==> config.mk <==
export PLATFORM = sky130hd
export DESIGN_NAME = clk_div_prog
export DESIGN_NICKNAME = d
export VERILOG_FILES = /design/src/rtl/clk_div_prog.sv
export SDC_FILE = /design/constraint.sdc
export NUM_CORES = 1
export LEC_CHECK = 0
export BUFFER_PORTS_ARGS = -buffer_cell sky130_fd_sc_hd__buf_2
export CORE_MARGIN = 5
export CORE_UTILIZATION = 45
export DETAILED_ROUTE_END_ITERATION = 10
export SYNTH_ARGS = -nofsm -noshare
export SYNTH_HDL_FRONTEND = slang
export SYNTH_SLANG_ARGS = --single-unit
==> constraint.sdc <==
create_clock -name clk_i -period 13.95 [get_ports clk_i]
set_input_delay 0 -clock clk_i [delete_from_list [all_inputs] [get_ports clk_i]]
set_output_delay 0 -clock clk_i [all_outputs]
set_load 0.1 [all_outputs]
==> src/rtl/clk_div_prog.sv <==
// Multi-channel programmable clock divider with per-channel run enable and a
// valid/ready config port. Each channel emits a registered divided clock and a
// one-cycle tick at the start of every period.
module clk_div_prog #(
   parameter int NUM_CH   = 3,
   parameter int CNT_W    = 32,
   parameter int DEF_DIV  = 50000000,
   parameter int DEF_HIGH = 25000000,
   localparam int CH_W    = (NUM_CH > 1) ? $clog2(NUM_CH) : 1
) (
   input  logic              clk_i,
   input  logic              rst_i,
   input  logic [NUM_CH-1:0] en_i,
   input  logic              cfg_valid_i,
   output logic              cfg_ready_o,
   input  logic [CH_W-1:0]   cfg_ch_i,
   input  logic [CNT_W-1:0]  cfg_div_i,
   input  logic [CNT_W-1:0]  cfg_high_i,
   output logic              cfg_err_o,
   output logic [NUM_CH-1:0] clk_o,
   output logic [NUM_CH-1:0] tick_o
);

   localparam logic [CNT_W-1:0] DEF_DIV_W  = CNT_W'(DEF_DIV);
   localparam logic [CNT_W-1:0] DEF_HIGH_W = CNT_W'(DEF_HIGH);

   logic [NUM_CH-1:0] pendVec;
   logic [31:0]       chExt;
   logic              chInRange;
   logic              cfgFire;
   logic              cfgGood;
   logic              err_q;
   logic              err_d;

   // An out-of-range channel has no pending slot, so it is always accepted
   // and then reported as an error.
   always_comb begin
      cfg_ready_o = 1'b1;
      for (int c = 0; c < NUM_CH; c++) begin
         if (cfg_ch_i == CH_W'(c)) begin
            cfg_ready_o = ~pendVec[c];
         end
      end
   end

   assign chExt     = 32'(cfg_ch_i);
   assign chInRange = (chExt < 32'(NUM_CH));
   assign cfgFire   = cfg_valid_i & cfg_ready_o;
   assign cfgGood   = chInRange & (cfg_div_i >= CNT_W'(2)) & (cfg_high_i <= cfg_div_i);
   assign err_d     = cfgFire & ~cfgGood;

   always_ff @(posedge clk_i) begin
      if (rst_i) begin
         err_q <= 1'b0;
      end else begin
         err_q <= err_d;
      end
   end

   assign cfg_err_o = err_q;

   for (genvar c = 0; c < NUM_CH; c++) begin : gen_ch
      logic [CNT_W-1:0] cnt_q, cnt_d;
      logic [CNT_W-1:0] div_q, div_d;
      logic [CNT_W-1:0] high_q, high_d;
      logic [CNT_W-1:0] pdiv_q, pdiv_d;
      logic [CNT_W-1:0] phigh_q, phigh_d;
      logic             run_q, run_d;
      logic             pend_q, pend_d;
      logic             clk_q, clk_d;
      logic             tick_q, tick_d;
      logic             accept;
      logic             boundary;
      logic             applyPend;
      logic             applyDirect;

      // A stopped channel takes new settings at once; a running one holds them
      // until the last cycle of the current period (or until it is disabled).
      always_comb begin
         accept      = cfgFire & cfgGood & (cfg_ch_i == CH_W'(c));
         boundary    = run_q & (cnt_q == (div_q - CNT_W'(1)));
         applyPend   = pend_q & (~en_i[c] | boundary);
         applyDirect = accept & ~run_q;

         div_d   = div_q;
         high_d  = high_q;
         pdiv_d  = pdiv_q;
         phigh_d = phigh_q;
         pend_d  = pend_q;

         if (applyDirect) begin
            div_d  = cfg_div_i;
            high_d = cfg_high_i;
         end else if (applyPend) begin
            div_d  = pdiv_q;
            high_d = phigh_q;
            pend_d = 1'b0;
         end

         if (accept & run_q) begin
            pend_d  = 1'b1;
            pdiv_d  = cfg_div_i;
            phigh_d = cfg_high_i;
         end

         if (en_i[c]) begin
            cnt_d  = (~run_q | boundary) ? '0 : cnt_q + CNT_W'(1);
            run_d  = 1'b1;
            clk_d  = (cnt_d < high_d);
            tick_d = (cnt_d == '0);
         end else begin
            cnt_d  = '0;
            run_d  = 1'b0;
            clk_d  = 1'b0;
            tick_d = 1'b0;
         end
      end

      always_ff @(posedge clk_i) begin
         if (rst_i) begin
            cnt_q   <= '0;
            div_q   <= DEF_DIV_W;
            high_q  <= DEF_HIGH_W;
            pdiv_q  <= '0;
            phigh_q <= '0;
            run_q   <= 1'b0;
            pend_q  <= 1'b0;
            clk_q   <= 1'b0;
            tick_q  <= 1'b0;
         end else begin
            cnt_q   <= cnt_d;
            div_q   <= div_d;
            high_q  <= high_d;
            pdiv_q  <= pdiv_d;
            phigh_q <= phigh_d;
            run_q   <= run_d;
            pend_q  <= pend_d;
            clk_q   <= clk_d;
            tick_q  <= tick_d;
         end
      end

      assign pendVec[c] = pend_q;
      assign clk_o[c]   = clk_q;
      assign tick_o[c]  = tick_q;
   end

endmodule

# Word-level counts from Yosys, hierarchy flattened
# Cells that the tools add are included.
dict set report classes {
  add_sub_neg 6
  magnitude_cmp 6
  eq_ne 8
  muxes 30
  n_bitwise 36
  reduce_logical 16
}
# op n
set ops {}
lappend ops {{32-bit two-way mux} 15}
lappend ops {{32-bit by 1-bit adder with 32-bit output, second input constant} 3}
lappend ops {{32-bit equality test} 3}
lappend ops {{32-bit logical NOT} 3}
lappend ops {{32-bit < comparator} 3}
lappend ops {{32-bit by 1-bit subtractor with 32-bit output, second input constant} 3}
lappend ops {{32-bit by 2-bit >= comparator with 1-bit output, second input constant} 1}
lappend ops {{32-bit less-or-equal comparator} 1}
lappend ops {{1-bit AND} 20}
lappend ops {{1-bit two-way mux} 15}
lappend ops {{2-bit nonzero test} 6}
lappend ops {{1-bit inverter} 10}
lappend ops {{2-bit by 1-bit != test with 1-bit output, second input constant} 3}
lappend ops {{1-bit bitwise OR} 6}
lappend ops {{2-bit AND reduction} 3}
lappend ops {{2-bit OR reduction} 3}
lappend ops {{2-bit by 1-bit equality test with 1-bit output, second input constant} 1}
lappend ops {{2-bit equality test, second input constant} 1}
lappend ops {{2-bit logical NOT} 1}
lappend ops {{2-bit < comparator, second input constant} 1}
dict set report word_totals {
  reg_bits 493
  word_cells 130
}

# Longest topological paths before layout
# Gate-level depths: netlist (run 1).
dict set report depth {
  ltp_word 10
  ltp_mapped 26
}

# Least setup slack after synthesis (run 1)
# No wires, ideal clock.
dict set report synth_path {
  path_type {register to register}
  startpoint {reg gen_ch[1].div_q[0]}
  endpoint {reg gen_ch[1].clk_q}
  setup_time_ps 81
  t_arrival_ps 4926
  required_ps 13869
  setup_slack_ps 8943
  stages_incl_launch_ff 25
  synth_period_minus_slack_ps 5007
  path_cell_list {dfxtp_1 > inv_1 > ha_1 > nor3b_1 > nand4_2 > nor4_2 > mux2i_1 > o21ai_1 > a2111o_1 > o21ai_2 > nand2_1 > buf_2 > mux2i_1 > a21o_1 > ha_1 > a21o_1 > a21o_1 > a21o_1 > a21oi_1 > nor2b_1 > o21ai_0 > a21oi_1 > a2111oi_0 > o21ai_0 > a41oi_1}
}
dict set report synth_between {
  elab_chain_len 8
}
# item line
set synth_lines {}
lappend synth_lines {{from (decl)} 64} ;# logic [CNT_W-1:0] div_q, div_d;
lappend synth_lines {{from (signal assigned)} 132} ;# div_q <= div_d;
lappend synth_lines {{32-bit by 1-bit subtractor with 32-bit output *} 81} ;# boundary = run_q & (cnt_q == (div_q - CNT_W'(1)));
lappend synth_lines {{32-bit equality test *} 81}
lappend synth_lines {{1-bit AND *} 81}
lappend synth_lines {{1-bit bitwise OR} 82} ;# applyPend = pend_q & (~en_i[c] | boundary);
lappend synth_lines {{1-bit AND} 82}
lappend synth_lines {{32-bit two-way mux} 94} ;# end else if (applyPend) begin
lappend synth_lines {{32-bit two-way mux} 91} ;# if (applyDirect) begin
lappend synth_lines {{32-bit < comparator *} 109} ;# clk_d = (cnt_d < high_d);
lappend synth_lines {{to (signal assigned)} 138} ;# clk_q <= clk_d;
lappend synth_lines {{to (decl)} 70} ;# logic clk_q, clk_d;
# Mark *: on every way between the ends. The rest lies on a longest branch, timed or not.
# A chain may end at the register's enable or synchronous reset.

# Worst setup path after layout (run 1)
dict set report layout_path {
  startpoint {reg gen_ch[0].div_q[0]}
  endpoint {reg gen_ch[0].clk_q}
}
dict set report layout_between {
  elab_chain_len 8
}
# item line
set layout_lines {}
lappend layout_lines {{from (decl)} 64}
lappend layout_lines {{from (signal assigned)} 132}
lappend layout_lines {{32-bit by 1-bit subtractor with 32-bit output *} 81}
lappend layout_lines {{32-bit equality test *} 81}
lappend layout_lines {{1-bit AND *} 81}
lappend layout_lines {{1-bit bitwise OR} 82}
lappend layout_lines {{1-bit AND} 82}
lappend layout_lines {{32-bit two-way mux} 94}
lappend layout_lines {{32-bit two-way mux} 91}
lappend layout_lines {{32-bit < comparator *} 109}
lappend layout_lines {{to (signal assigned)} 138}
lappend layout_lines {{to (decl)} 70}
# Marks and branches as above.

==> results of run 1 <==
-- logic make-up after synthesis --
group                    after synthesis
buffers and inverters                331
adder cells (fa/ha/maj)              131
multiplexers                         247
AND/OR/NAND/NOR                     1259
XOR/XNOR                             220
AO/OA/AOI/OAI                        659
flip-flops                           493
-- state kept, by name, summed over array words and instances (netlist names) --
register	count
gen_ch.tick_q	3
gen_ch.cnt_q	96
gen_ch.phigh_q	96
gen_ch.high_q	96
cfg_err_o	1
gen_ch.div_q	96
gen_ch.clk_q	3
gen_ch.run_q	3
gen_ch.pdiv_q	96
gen_ch.pend_q	3
-- synthesized netlist by cell type, drive strengths merged, types with 4 or more instances --
cell	n
xnor2	127
o31a	7
nand2	364
o211ai	28
nor4b	5
dfxtp	493
and3	29
o31ai	6
o21ai	50
mux2i	220
nor4	58
a221oi	14
o2111ai	12
ha	131
and4	21
buf	56
nand2b	16
o21a	13
clkbuf	183
nand3b	4
a22oi	28
nand3	108
xor2	93
a21o	95
nor3	90
nand4	57
inv	92
a2111oi	9
nor2b	14
a211o	5
or3	11
mux2	27
nor2	433
a211oi	131
a21oi	201
or4	13
nand4b	6
nor3b	9
and2	12
a31oi	21
-- layout make-up --
class | instances | area [um2]
antenna | 3 | 7.51
timing repair buffer | 176 | 1310
clock inverter | 17 | 123
clock buffer | 85 | 1700
inverter | 92 | 345
fill | 5763 | 29800
sequential | 493 | 9870
multi-input combinational | 2516 | 16400
tap | 782 | 978
-- power by group --
part           total [mW]  internal (mW)  switching, mW
sequential           1.47           1.44         0.0306
combinational       0.338          0.116          0.222
clock                1.47          0.854          0.614
-- worst paths after layout --
| path | from | to | slack [ns] | cells past startpoint |
|---|---|---|---|---|
| worst min-delay path | en_i[1] | gen_ch[1].div_q[0]$_SDFFE_PP0P_ | 0.04 | 5 |
| worst max-delay path | gen_ch[0].div_q[0]$_SDFFE_PP0P_ | gen_ch[0].clk_q$_SDFF_PP0_ | 7.27 | 22 |
| worst min register to register | gen_ch[0].pdiv_q[30]$_SDFFE_PP0P_ | gen_ch[0].pdiv_q[30]$_SDFFE_PP0P_ | 0.45 | 2 |
| worst max register to register | gen_ch[0].div_q[0]$_SDFFE_PP0P_ | gen_ch[0].clk_q$_SDFF_PP0_ | 7.27 | 22 |
-- per-layer routing --
layer,global-route usage (%),vias up
li1,-,11800
met1,38.2,12000
met2,44.2,828
met3,4.78,203
met4,9.05,6
met5,0,-
-- stage by stage --
step / hold WS (ns) / utilization (%) / setup WS, ns / total power [mW]
finish: 0.0421 / 50.8 / 7.27 / 3.27
detailed placement: 0.363 / 46.6 / 7.29 / 1.82
floorplan: 0.136 / - / 8.94 / 1.70
global route: 0.0640 / 50.8 / 6.92 / 3.39
CTS: 0.0179 / 50.8 / 7.30 / 3.29
global placement: 0.354 / 46.6 / 7.49 / 1.81
-- critical path, stage by stage, from the launching register on --
cell and delay [ns]:
dfxtp_1 0.35, inv_1 0.08, ha_1 0.20, nor3b_1 0.47
nand2_1 0.28, or4_1 0.53, a221o_1 0.37, nor4_1 0.31
nand4_1 0.21, o21ai_2 0.67, nand2_4 0.50, buf_4 0.47
mux2i_1 0.20, a21o_1 0.21, ha_1 0.31, a21o_1 0.17
a21o_1 0.17, a21oi_1 0.15, nor2_1 0.05, a211oi_1 0.31
o2111ai_1 0.16, a311o_1 0.29, a21oi_1 0.12
==> flow_metrics.env, run 1 <==
export IMPL_status="finished, final reports clean"
export IMPL_gp_congestion=0.934
export IMPL_die_w_um=258
export IMPL_synth_top_family_by_area="simple AND/OR/NAND/NOR gates"
export IMPL_crit_arrival_ns=7.22
export IMPL_stdcell_count=4164
export IMPL_crit_required_ns=14.49
export IMPL_worstSetupPathType="reg2reg"
export IMPL_synth_ff_type="dfxtp_1"
export IMPL_start_kind="register"
export IMPL_num_nets_final=3537
export IMPL_dp_cells=3989
export IMPL_power_density_nw_per_um2=106
export IMPL_clk_latency_ns=0.61
export IMPL_min_period_ns=6.68
export IMPL_syn_to_final_growth_pct=11.5
export IMPL_setup_viol=0
export IMPL_synthMuxAreaShare_pct=9.09
export IMPL_wl_met1_mm=42.8
export IMPL_dpl_cell_area_um2=28200
export IMPL_rows=90
export IMPL_ant_nets=0
export IMPL_cts_buffers=55
export IMPL_postSynthCellCount=3340
export IMPL_mostFrequentLayoutCell="dfxtp_1"
export IMPL_tns_ns=0
export IMPL_dieArea_um2=66400
export IMPL_cts_hold_buf=70
export IMPL_yosysTopAreaCellShare_pct=35.8
export IMPL_top_layer="met5"
export IMPL_clock_sinks=493
export IMPL_cts_resized_gates=0
export IMPL_vias=24800
export IMPL_max_cap_violations=0
export IMPL_layout_common_cells="dfxtp_1 (493), nor2_1 (433), nand2_1 (360)"
export IMPL_met3WireLength_mm=6.28
export IMPL_core_um2=60600
export IMPL_p_leak_nw=13.0
export IMPL_htree_levels=2
export IMPL_synth_xor_area_share_pct=6.99
export IMPL_synth_compound_area_share_pct=16.0
export IMPL_syn_nets=3543
export IMPL_final_cell_area_um2=30800
export IMPL_yosysTopAreaCell="dfxtp_1"
export IMPL_io_pins=80
export IMPL_peakVddDrop_mv=0.101
export IMPL_avgViaCountPerCell=5.96
export IMPL_synth_area_top_cells="dfxtp_1 (36%), mux2i_1 (8.0%), ha_1 (5.9%)"
export IMPL_hold_viol=0
export IMPL_place_hpwl_mm=67.6
export IMPL_synth_seq_cells=493
export IMPL_cts_root_buffer="clkbuf_16"
export IMPL_die_y_um=258
export IMPL_async_flop_share_pct=0
export IMPL_antenna_found_initial=3
export IMPL_yosysWarningCount=0
export IMPL_synth_edf_count=0
export IMPL_cts_clk_slew_worst_paths_ns=0.06
export IMPL_yosysUniqueCellTypes=83
export IMPL_grt_max_degree=95
export IMPL_crit_fanout=32
export IMPL_tightest_slew_ns=1.15
export IMPL_skew_ns=0.0184
export IMPL_synth_seq_area_share_pct=35.8
export IMPL_rsz0062_at_grt="no"
export IMPL_track_usage_pct=27.7
export IMPL_synth_simple_gate_area_share_pct=21.2
export IMPL_slew_headroom_pct=23.1
export IMPL_firstDrtPassIters=7
export IMPL_wl_mm=95.1
export IMPL_synthAdderAreaFrac_pct=5.94
export IMPL_synthesis_area_um2=27600
export IMPL_clock_path_buffers=3
export IMPL_drc=0
export IMPL_overflow=0
export IMPL_cts_tree="done"
export IMPL_fin_crit_sh_pct=47.9
export IMPL_end_kind="register"
export IMPL_syn_area_per_cell_um2=8.26
export IMPL_start_util_pct=45.5
export IMPL_cts_setup_buffers=0
export IMPL_hold_path_class="in2reg"
export IMPL_fmax_mhz=150
export IMPL_grt_pass1_vias=23600
export IMPL_avgRoutedWirePerCell_um=22.8
export IMPL_drtIter0Drc=2295
export IMPL_drive_above_1_share_pct=7.72
export IMPL_finalMaxSlewViolations=0
export IMPL_wl_met2_mm=42.3
export IMPL_io_buffers=79
export IMPL_grt_pass1_wl_mm=145
(Power assumes the default switching activity.)
==> run 2: changes to the inputs <==
- clock period: 13.95 -> 6.2 ns (I/O delays scaled with it)
==> run 2 against run 1 <==
- die area did not move
- global-route usage rose by 0.43 points
- via count is 0.99% higher
- critical path depth grew 1
- maximum frequency grew 17%
- clock power grew 130%
- non-clock buffer count rose by 35
- hold slack better by 0.018 ns
- design area increased by 0.98%
- largest power group is now the clock network
==> flow_metrics.env, run 2 (synthesis results as in run 1) <==
export IMPL_p_total_mw=7.49
export IMPL_path_cells="inv_1 > ha_1 > or4b_2 > o21ai_0 > o221ai_1 > nor4_1 > o2111ai_1 > nor4b_1 > a31o_1 > nand2_4 > mux2i_1 > a21o_1 > ha_1 > a21o_1 > a21oi_1 > nor2b_1 > o21ai_0 > nand2b_1 > a21oi_1 > o21ai_0 > o21ai_0 > o21bai_1 > o311a_1"
export IMPL_finalMaxSlewViolations=0
export IMPL_hold_path_class="in2reg"
export IMPL_start_kind="register"
export IMPL_rrSetupSlack_ns=0.49
export IMPL_power_frac_clock_pct=45.4
export IMPL_io_buffers=79
export IMPL_start_util_pct=45.5
export IMPL_drc=0
export IMPL_skew_ns=0.0162
export IMPL_die_w_um=258
export IMPL_max_cap_violations=0
export IMPL_gp_congestion=0.918
export IMPL_power_density_nw_per_um2=241
export IMPL_peakVddDrop_mv=0.206
export IMPL_ant_nets=0
export IMPL_stdcell_count=4193
export IMPL_p_leak_nw=13.2
export IMPL_fin_crit_sh_pct=92.0
export IMPL_clk_latency_ns=0.61
export IMPL_fin_util_pct=51.3
export IMPL_reg2regPathDepth=23
export IMPL_wl_mm=96.9
export IMPL_track_usage_pct=28.1
export IMPL_fmax_mhz=175
export IMPL_slowest_stage="or4b_2"
export IMPL_r2r_end="gen_ch[2].clk_q$_SDFF_PP0_"
export IMPL_syn_to_final_growth_pct=12.6
export IMPL_mostFrequentLayoutCell="dfxtp_1"
export IMPL_avgViaCountPerCell=5.98
export IMPL_crit_required_ns=6.76
export IMPL_grt_max_degree=103
export IMPL_tightest_slew_ns=1.22
export IMPL_dp_cells=4025
export IMPL_p_comb_share_pct=10.5
export IMPL_drtIter0Drc=2675
export IMPL_tns_ns=0
export IMPL_rsz0062_at_grt="no"
export IMPL_worstSetupPathType="reg2reg"
export IMPL_cpPeakStageDelay_ns=0.66
export IMPL_cp_common_cell="o21ai_0"
export IMPL_hold_viol=0
export IMPL_min_from="en_i[1]"
export IMPL_swShare_pct=26.1
export IMPL_pwr_share_seq_pct=44.2
export IMPL_avgRoutedWirePerCell_um=23.1
export IMPL_overflow=0
export IMPL_firstDrtPassIters=5
export IMPL_clock_path_buffers=3
export IMPL_internal_power_mw=5.53
export IMPL_cts_tree="done"
export IMPL_cts_buffers=55
export IMPL_rows=90
export IMPL_num_nets_final=3572
export IMPL_switching_power_mw=1.95
export IMPL_endpoint="gen_ch[2].clk_q$_SDFF_PP0_"
export IMPL_die_y_um=258
export IMPL_io_pins=80
export IMPL_grt_pass1_vias=23600
export IMPL_holdWs_ns=0.0603
export IMPL_setup_viol=0
export IMPL_crit_arrival_ns=6.27
export IMPL_cts_root_buffer="clkbuf_16"
export IMPL_clock_sinks=493
export IMPL_min_period_ns=5.71
export IMPL_place_hpwl_mm=70.8
export IMPL_core_um2=60600
export IMPL_status="finished, final reports clean"
export IMPL_htree_levels=2
export IMPL_antenna_found_initial=0
export IMPL_crit_fanout=26
export IMPL_cts_clk_slew_worst_paths_ns=0.06
export IMPL_drive_above_1_share_pct=8.53
export IMPL_layout_common_cells="dfxtp_1 (493), nor2_1 (433), nand2_1 (360)"
export IMPL_dieArea_um2=66400
export IMPL_vias=25100
export IMPL_cp_startpoint="gen_ch[2].div_q[0]$_SDFFE_PP0P_"
export IMPL_grt_pass1_wl_mm=146
export IMPL_slew_headroom_pct=18.9
export IMPL_end_kind="register"
export IMPL_r2r_start="gen_ch[2].div_q[0]$_SDFFE_PP0P_"
## run 2: changes by cell type in the layout (fill, tap and decap cells not counted), moves of 2 or more
cell,before,now
buf_4,27,63
clkbuf_8,17,10
bufinv_16,1,6
clkinvlp_4,5,1
clkbuf_1,11,14
clkinv_2,11,8
diode_2,3,1
## run 2: area by class of cell
type | count | area [um2]
antenna | 1 | 2.50
clock buffer | 80 | 1590
clock inverter | 18 | 262
fill | 5700 | 29500
inverter | 92 | 345
multi-input combinational | 2516 | 16400
sequential | 493 | 9870
tap | 782 | 978
timing repair buffer | 211 | 1570
## run 2: power by group through the flow
stage / Clock (mW) / Sequential [mW] / Combinational, mW
after global placement: 0 / 3.37 / 0.721
after global routing: 3.57 / 3.31 / 0.842
after CTS: 3.45 / 3.30 / 0.772
after detailed placement: 0 / 3.37 / 0.735
final: 3.40 / 3.31 / 0.784
after floorplan: 0 / 3.35 / 0.469
## run 2: repair_timing
action / 4_1_cts / 5_1_grt
hold buffers: 69 / 0
resized for setup: 0 / 3
setup buffers: 0 / 0
endpoints found under the setup margin: 0 / 2
endpoints found under the hold margin: 386 / 0
## run 2: worst min-delay path by stage
stage                                               to  slack (ns)  cells after the start
floorplan           gen_ch[1].phigh_q[10]$_SDFFE_PP0P_        0.14                      2
global placement    gen_ch[0].phigh_q[13]$_SDFFE_PP0P_        0.36                      3
detailed placement                cfg_err_o$_SDFF_PP0_        0.37                      2
CTS                     gen_ch[1].high_q[0]$_SDFF_PP0_        0.02                      6
global route                      cfg_err_o$_SDFF_PP0_        0.06                      3
finish                  gen_ch[1].high_q[0]$_SDFF_PP0_        0.06                      6
## run 2: worst max-delay path: cells and delay by family (launching register included)
kind,cells,cell delay [ns]
flops,1,0.38
simple gates,6,2.03
compound gates,13,2.32
fa+ha+maj,2,0.58
buf+inv,1,0.10
mux,1,0.23
## run 2: metrics by stage
| step | area (um2) | setup WS, ns |
|---|---|---|
| after floorplan | 27600 | 1.19 |
| after global placement | 28500 | 0.591 |
| after detailed placement | 28500 | 0.471 |
| after CTS | 31000 | 0.452 |
| after global routing | 31100 | 0.0300 |
| final | 31100 | 0.494 |
## run 2: layer usage
metal / wire length (um) / up-vias / share of wire, % / GRT usage (%)
met5: 0 / - / 0 / 0
met4: 3370 / 0 / 3.5 / 8.91
met3: 6340 / 151 / 6.5 / 3.83
met2: 42900 / 878 / 44 / 44.0
met1: 44200 / 12100 / 46 / 40.3
li1: - / 11900 / - / -
==> run 3: changes to the inputs <==
- CORE_UTILIZATION: 45 -> 28
- RECOVER_POWER: unset -> 100
==> run 3 against run 2 <==
- the run now ends with capacitance limit, slew limit left
- cell count grew 13%
- worst setup slack got worse by 0.18 ns
- sequential share of layout area is 0.72 points lower
- global-route usage down 10 points
- combinational power up 2%
- core utilization shrank 19 points
- first-iteration DRC count shrank 20%
- count of clock-buffer cells in the layout fell by 5
- clock power is essentially flat
- design area increased by 2.3%
- critical path depth shrank 1
- total power increased by 0.26%
- critical endpoint is now gen_ch[0].clk_q$_SDFF_PP0_
==> flow_metrics.env, run 3 (synthesis results as in run 1) <==
export IMPL_status="finished with violations"
export IMPL_violations="capacitance limit, slew limit"
export IMPL_fmax_mhz=170
export IMPL_wl_mm=98.4
export IMPL_grt_pass1_vias=22500
export IMPL_tns_ns=0
export IMPL_setup_ws_ns=0.319
export IMPL_layout_common_cells="dfxtp_1 (493), nor2_1 (433), nand2_1 (361)"
export IMPL_place_hpwl_mm=72.4
export IMPL_crit_fanout=40
export IMPL_rsz0062_at_grt="no"
export IMPL_antenna_found_initial=4
export IMPL_clock_path_buffers=3
export IMPL_io_buffers=79
export IMPL_finalMaxSlewViolations=163
export IMPL_die_y_um=324
export IMPL_p_total_mw=7.51
export IMPL_rows=115
export IMPL_hold_viol=0
export IMPL_dp_slack_ns=0.523
export IMPL_drtIter0Drc=2134
export IMPL_crit_required_ns=6.77
export IMPL_max_cap_violations=4
export IMPL_gp_congestion=0.942
export IMPL_overflow=0
export IMPL_ant_nets=0
export IMPL_firstDrtPassIters=5
export IMPL_tightest_slew_ns=2.03
export IMPL_syn_to_final_growth_pct=15.2
export IMPL_clk_latency_ns=0.64
export IMPL_fill_cells=10300
export IMPL_end_kind="register"
export IMPL_num_nets_final=3589
export IMPL_start_util_pct=28.1
export IMPL_vias=24800
export IMPL_cts_setup_buffers=0
export IMPL_track_usage_pct=18.0
export IMPL_setup_viol=0
export IMPL_min_period_ns=5.88
export IMPL_core_um2=98100
export IMPL_power_density_nw_per_um2=236
export IMPL_avgViaCountPerCell=5.25
export IMPL_grt_max_degree=204
export IMPL_slew_headroom_pct=-35.5
export IMPL_cts_tree="done"
export IMPL_worstSetupPathType="in2reg"
export IMPL_drive_above_1_share_pct=8.48
export IMPL_multi_input_area_um2=16400
export IMPL_cts_root_buffer="clkbuf_16"
export IMPL_start_kind="input port"
export IMPL_cts_clk_slew_worst_paths_ns=0.07
export IMPL_mostFrequentLayoutCell="dfxtp_1"
export IMPL_holdWs_ns=0.152
export IMPL_p_leak_nw=13.2
export IMPL_seqCellArea_um2=9870
export IMPL_fin_crit_sh_pct=94.9
export IMPL_die_w_um=324
export IMPL_dieArea_um2=105000
export IMPL_hold_path_class="in2reg"
export IMPL_avgRoutedWirePerCell_um=20.8
export IMPL_drc=0
export IMPL_io_pins=80
export IMPL_grt_pass1_wl_mm=146
export IMPL_stdcell_count=4721
export IMPL_dp_cells=4545
export IMPL_cts_buffers=56
export IMPL_skew_ns=0.0474
export IMPL_htree_levels=2
export IMPL_clock_sinks=493
export IMPL_crit_arrival_ns=6.45
export IMPL_peakVddDrop_mv=0.215
-- run 3: cell types whose count changed in the layout (fill, tap and decap cells not counted), moves of 2 or more --
cell        change
clkinv_4        +3
o21ai_0         +2
clkbuf_2        +3
clkbuf_1       +14
buf_2           -9
clkinvlp_4      +7
diode_2         +2
clkbuf_8        +2
bufinv_16       -3
-- run 3: metrics by stage --
| stage | util (%) | area [um2] |
|---|---|---|
| floorplan | - | 27600 |
| global placement | 29.8 | 29300 |
| detailed placement | 29.8 | 29300 |
| CTS | 32.5 | 31900 |
| global route | 32.4 | 31800 |
| finish | 32.4 | 31800 |
-- run 3: area by class of cell --
class	count	share of cell area [%]
Clock inverter	28	0.945
Clock buffer	75	5.01
Antenna cell	3	0.0236
Tap cell	1287	5.07
Timing Repair Buffer	227	5.16
Multi-Input combinational cell	2516	51.7
Sequential cell	493	31.1
Inverter	92	1.09
-- run 3: what timing repair did --
action | 4_1_cts | 5_1_grt
setup endpoints to repair | 0 | 1
resized for setup | 0 | 1
hold endpoints to repair | 363 | 0
hold buffers | 70 | 0
-- run 3: critical path, cell delays in order --
cell           delay (ns)
dlygate4sd3_1        0.53
clkbuf_1             0.82
inv_1                0.12
ha_1                 0.24
a21o_1               0.17
a21o_1               0.17
a221oi_1             0.30
nor3_1               0.07
o21ai_0              0.24
nand2_1              0.21
clkbuf_1             0.31
or4b_1               1.18
a21o_1               0.40
ha_1                 0.32
a21o_1               0.16
a21o_1               0.17
a21oi_1              0.14
nor2_1               0.05
a211oi_1             0.27
o2111ai_1            0.17
a311o_1              0.28
a21oi_1              0.11
-- run 3: routing by layer --
metal | up-vias | share of wire, % | global-route usage, %
met5 | - | 0.0071 | 0
met4 | 2 | 1.9 | 3.44
met3 | 113 | 6.9 | 2.66
met2 | 798 | 42 | 27.1
met1 | 11900 | 49 | 27.5
li1 | 11900 | - | -
-- run 3: final timing paths --
| path | cells after the start | endpoint | slack [ns] | from |
|---|---|---|---|---|
| worst max register to register | 20 | gen_ch[1].clk_q$_SDFF_PP0_ | 0.52 | gen_ch[1].div_q[7]$_SDFFE_PP1P_ |
| worst max-delay path | 22 | gen_ch[0].clk_q$_SDFF_PP0_ | 0.32 | cfg_div_i[20] |
| worst min-delay path | 3 | gen_ch[1].run_q$_SDFF_PP0_ | 0.15 | en_i[1] |
| worst min register to register | 2 | gen_ch[0].phigh_q[20]$_SDFFE_PP0P_ | 0.45 | gen_ch[0].phigh_q[20]$_SDFFE_PP0P_ |
-- run 3: report_power, final --
part | switching, mW | total (mW) | internal [mW] | leakage, nW
combinational | 0.519 | 0.799 | 0.280 | 8.26
clock | 1.46 | 3.40 | 1.95 | 0.912
sequential | 0.0683 | 3.30 | 3.24 | 3.99
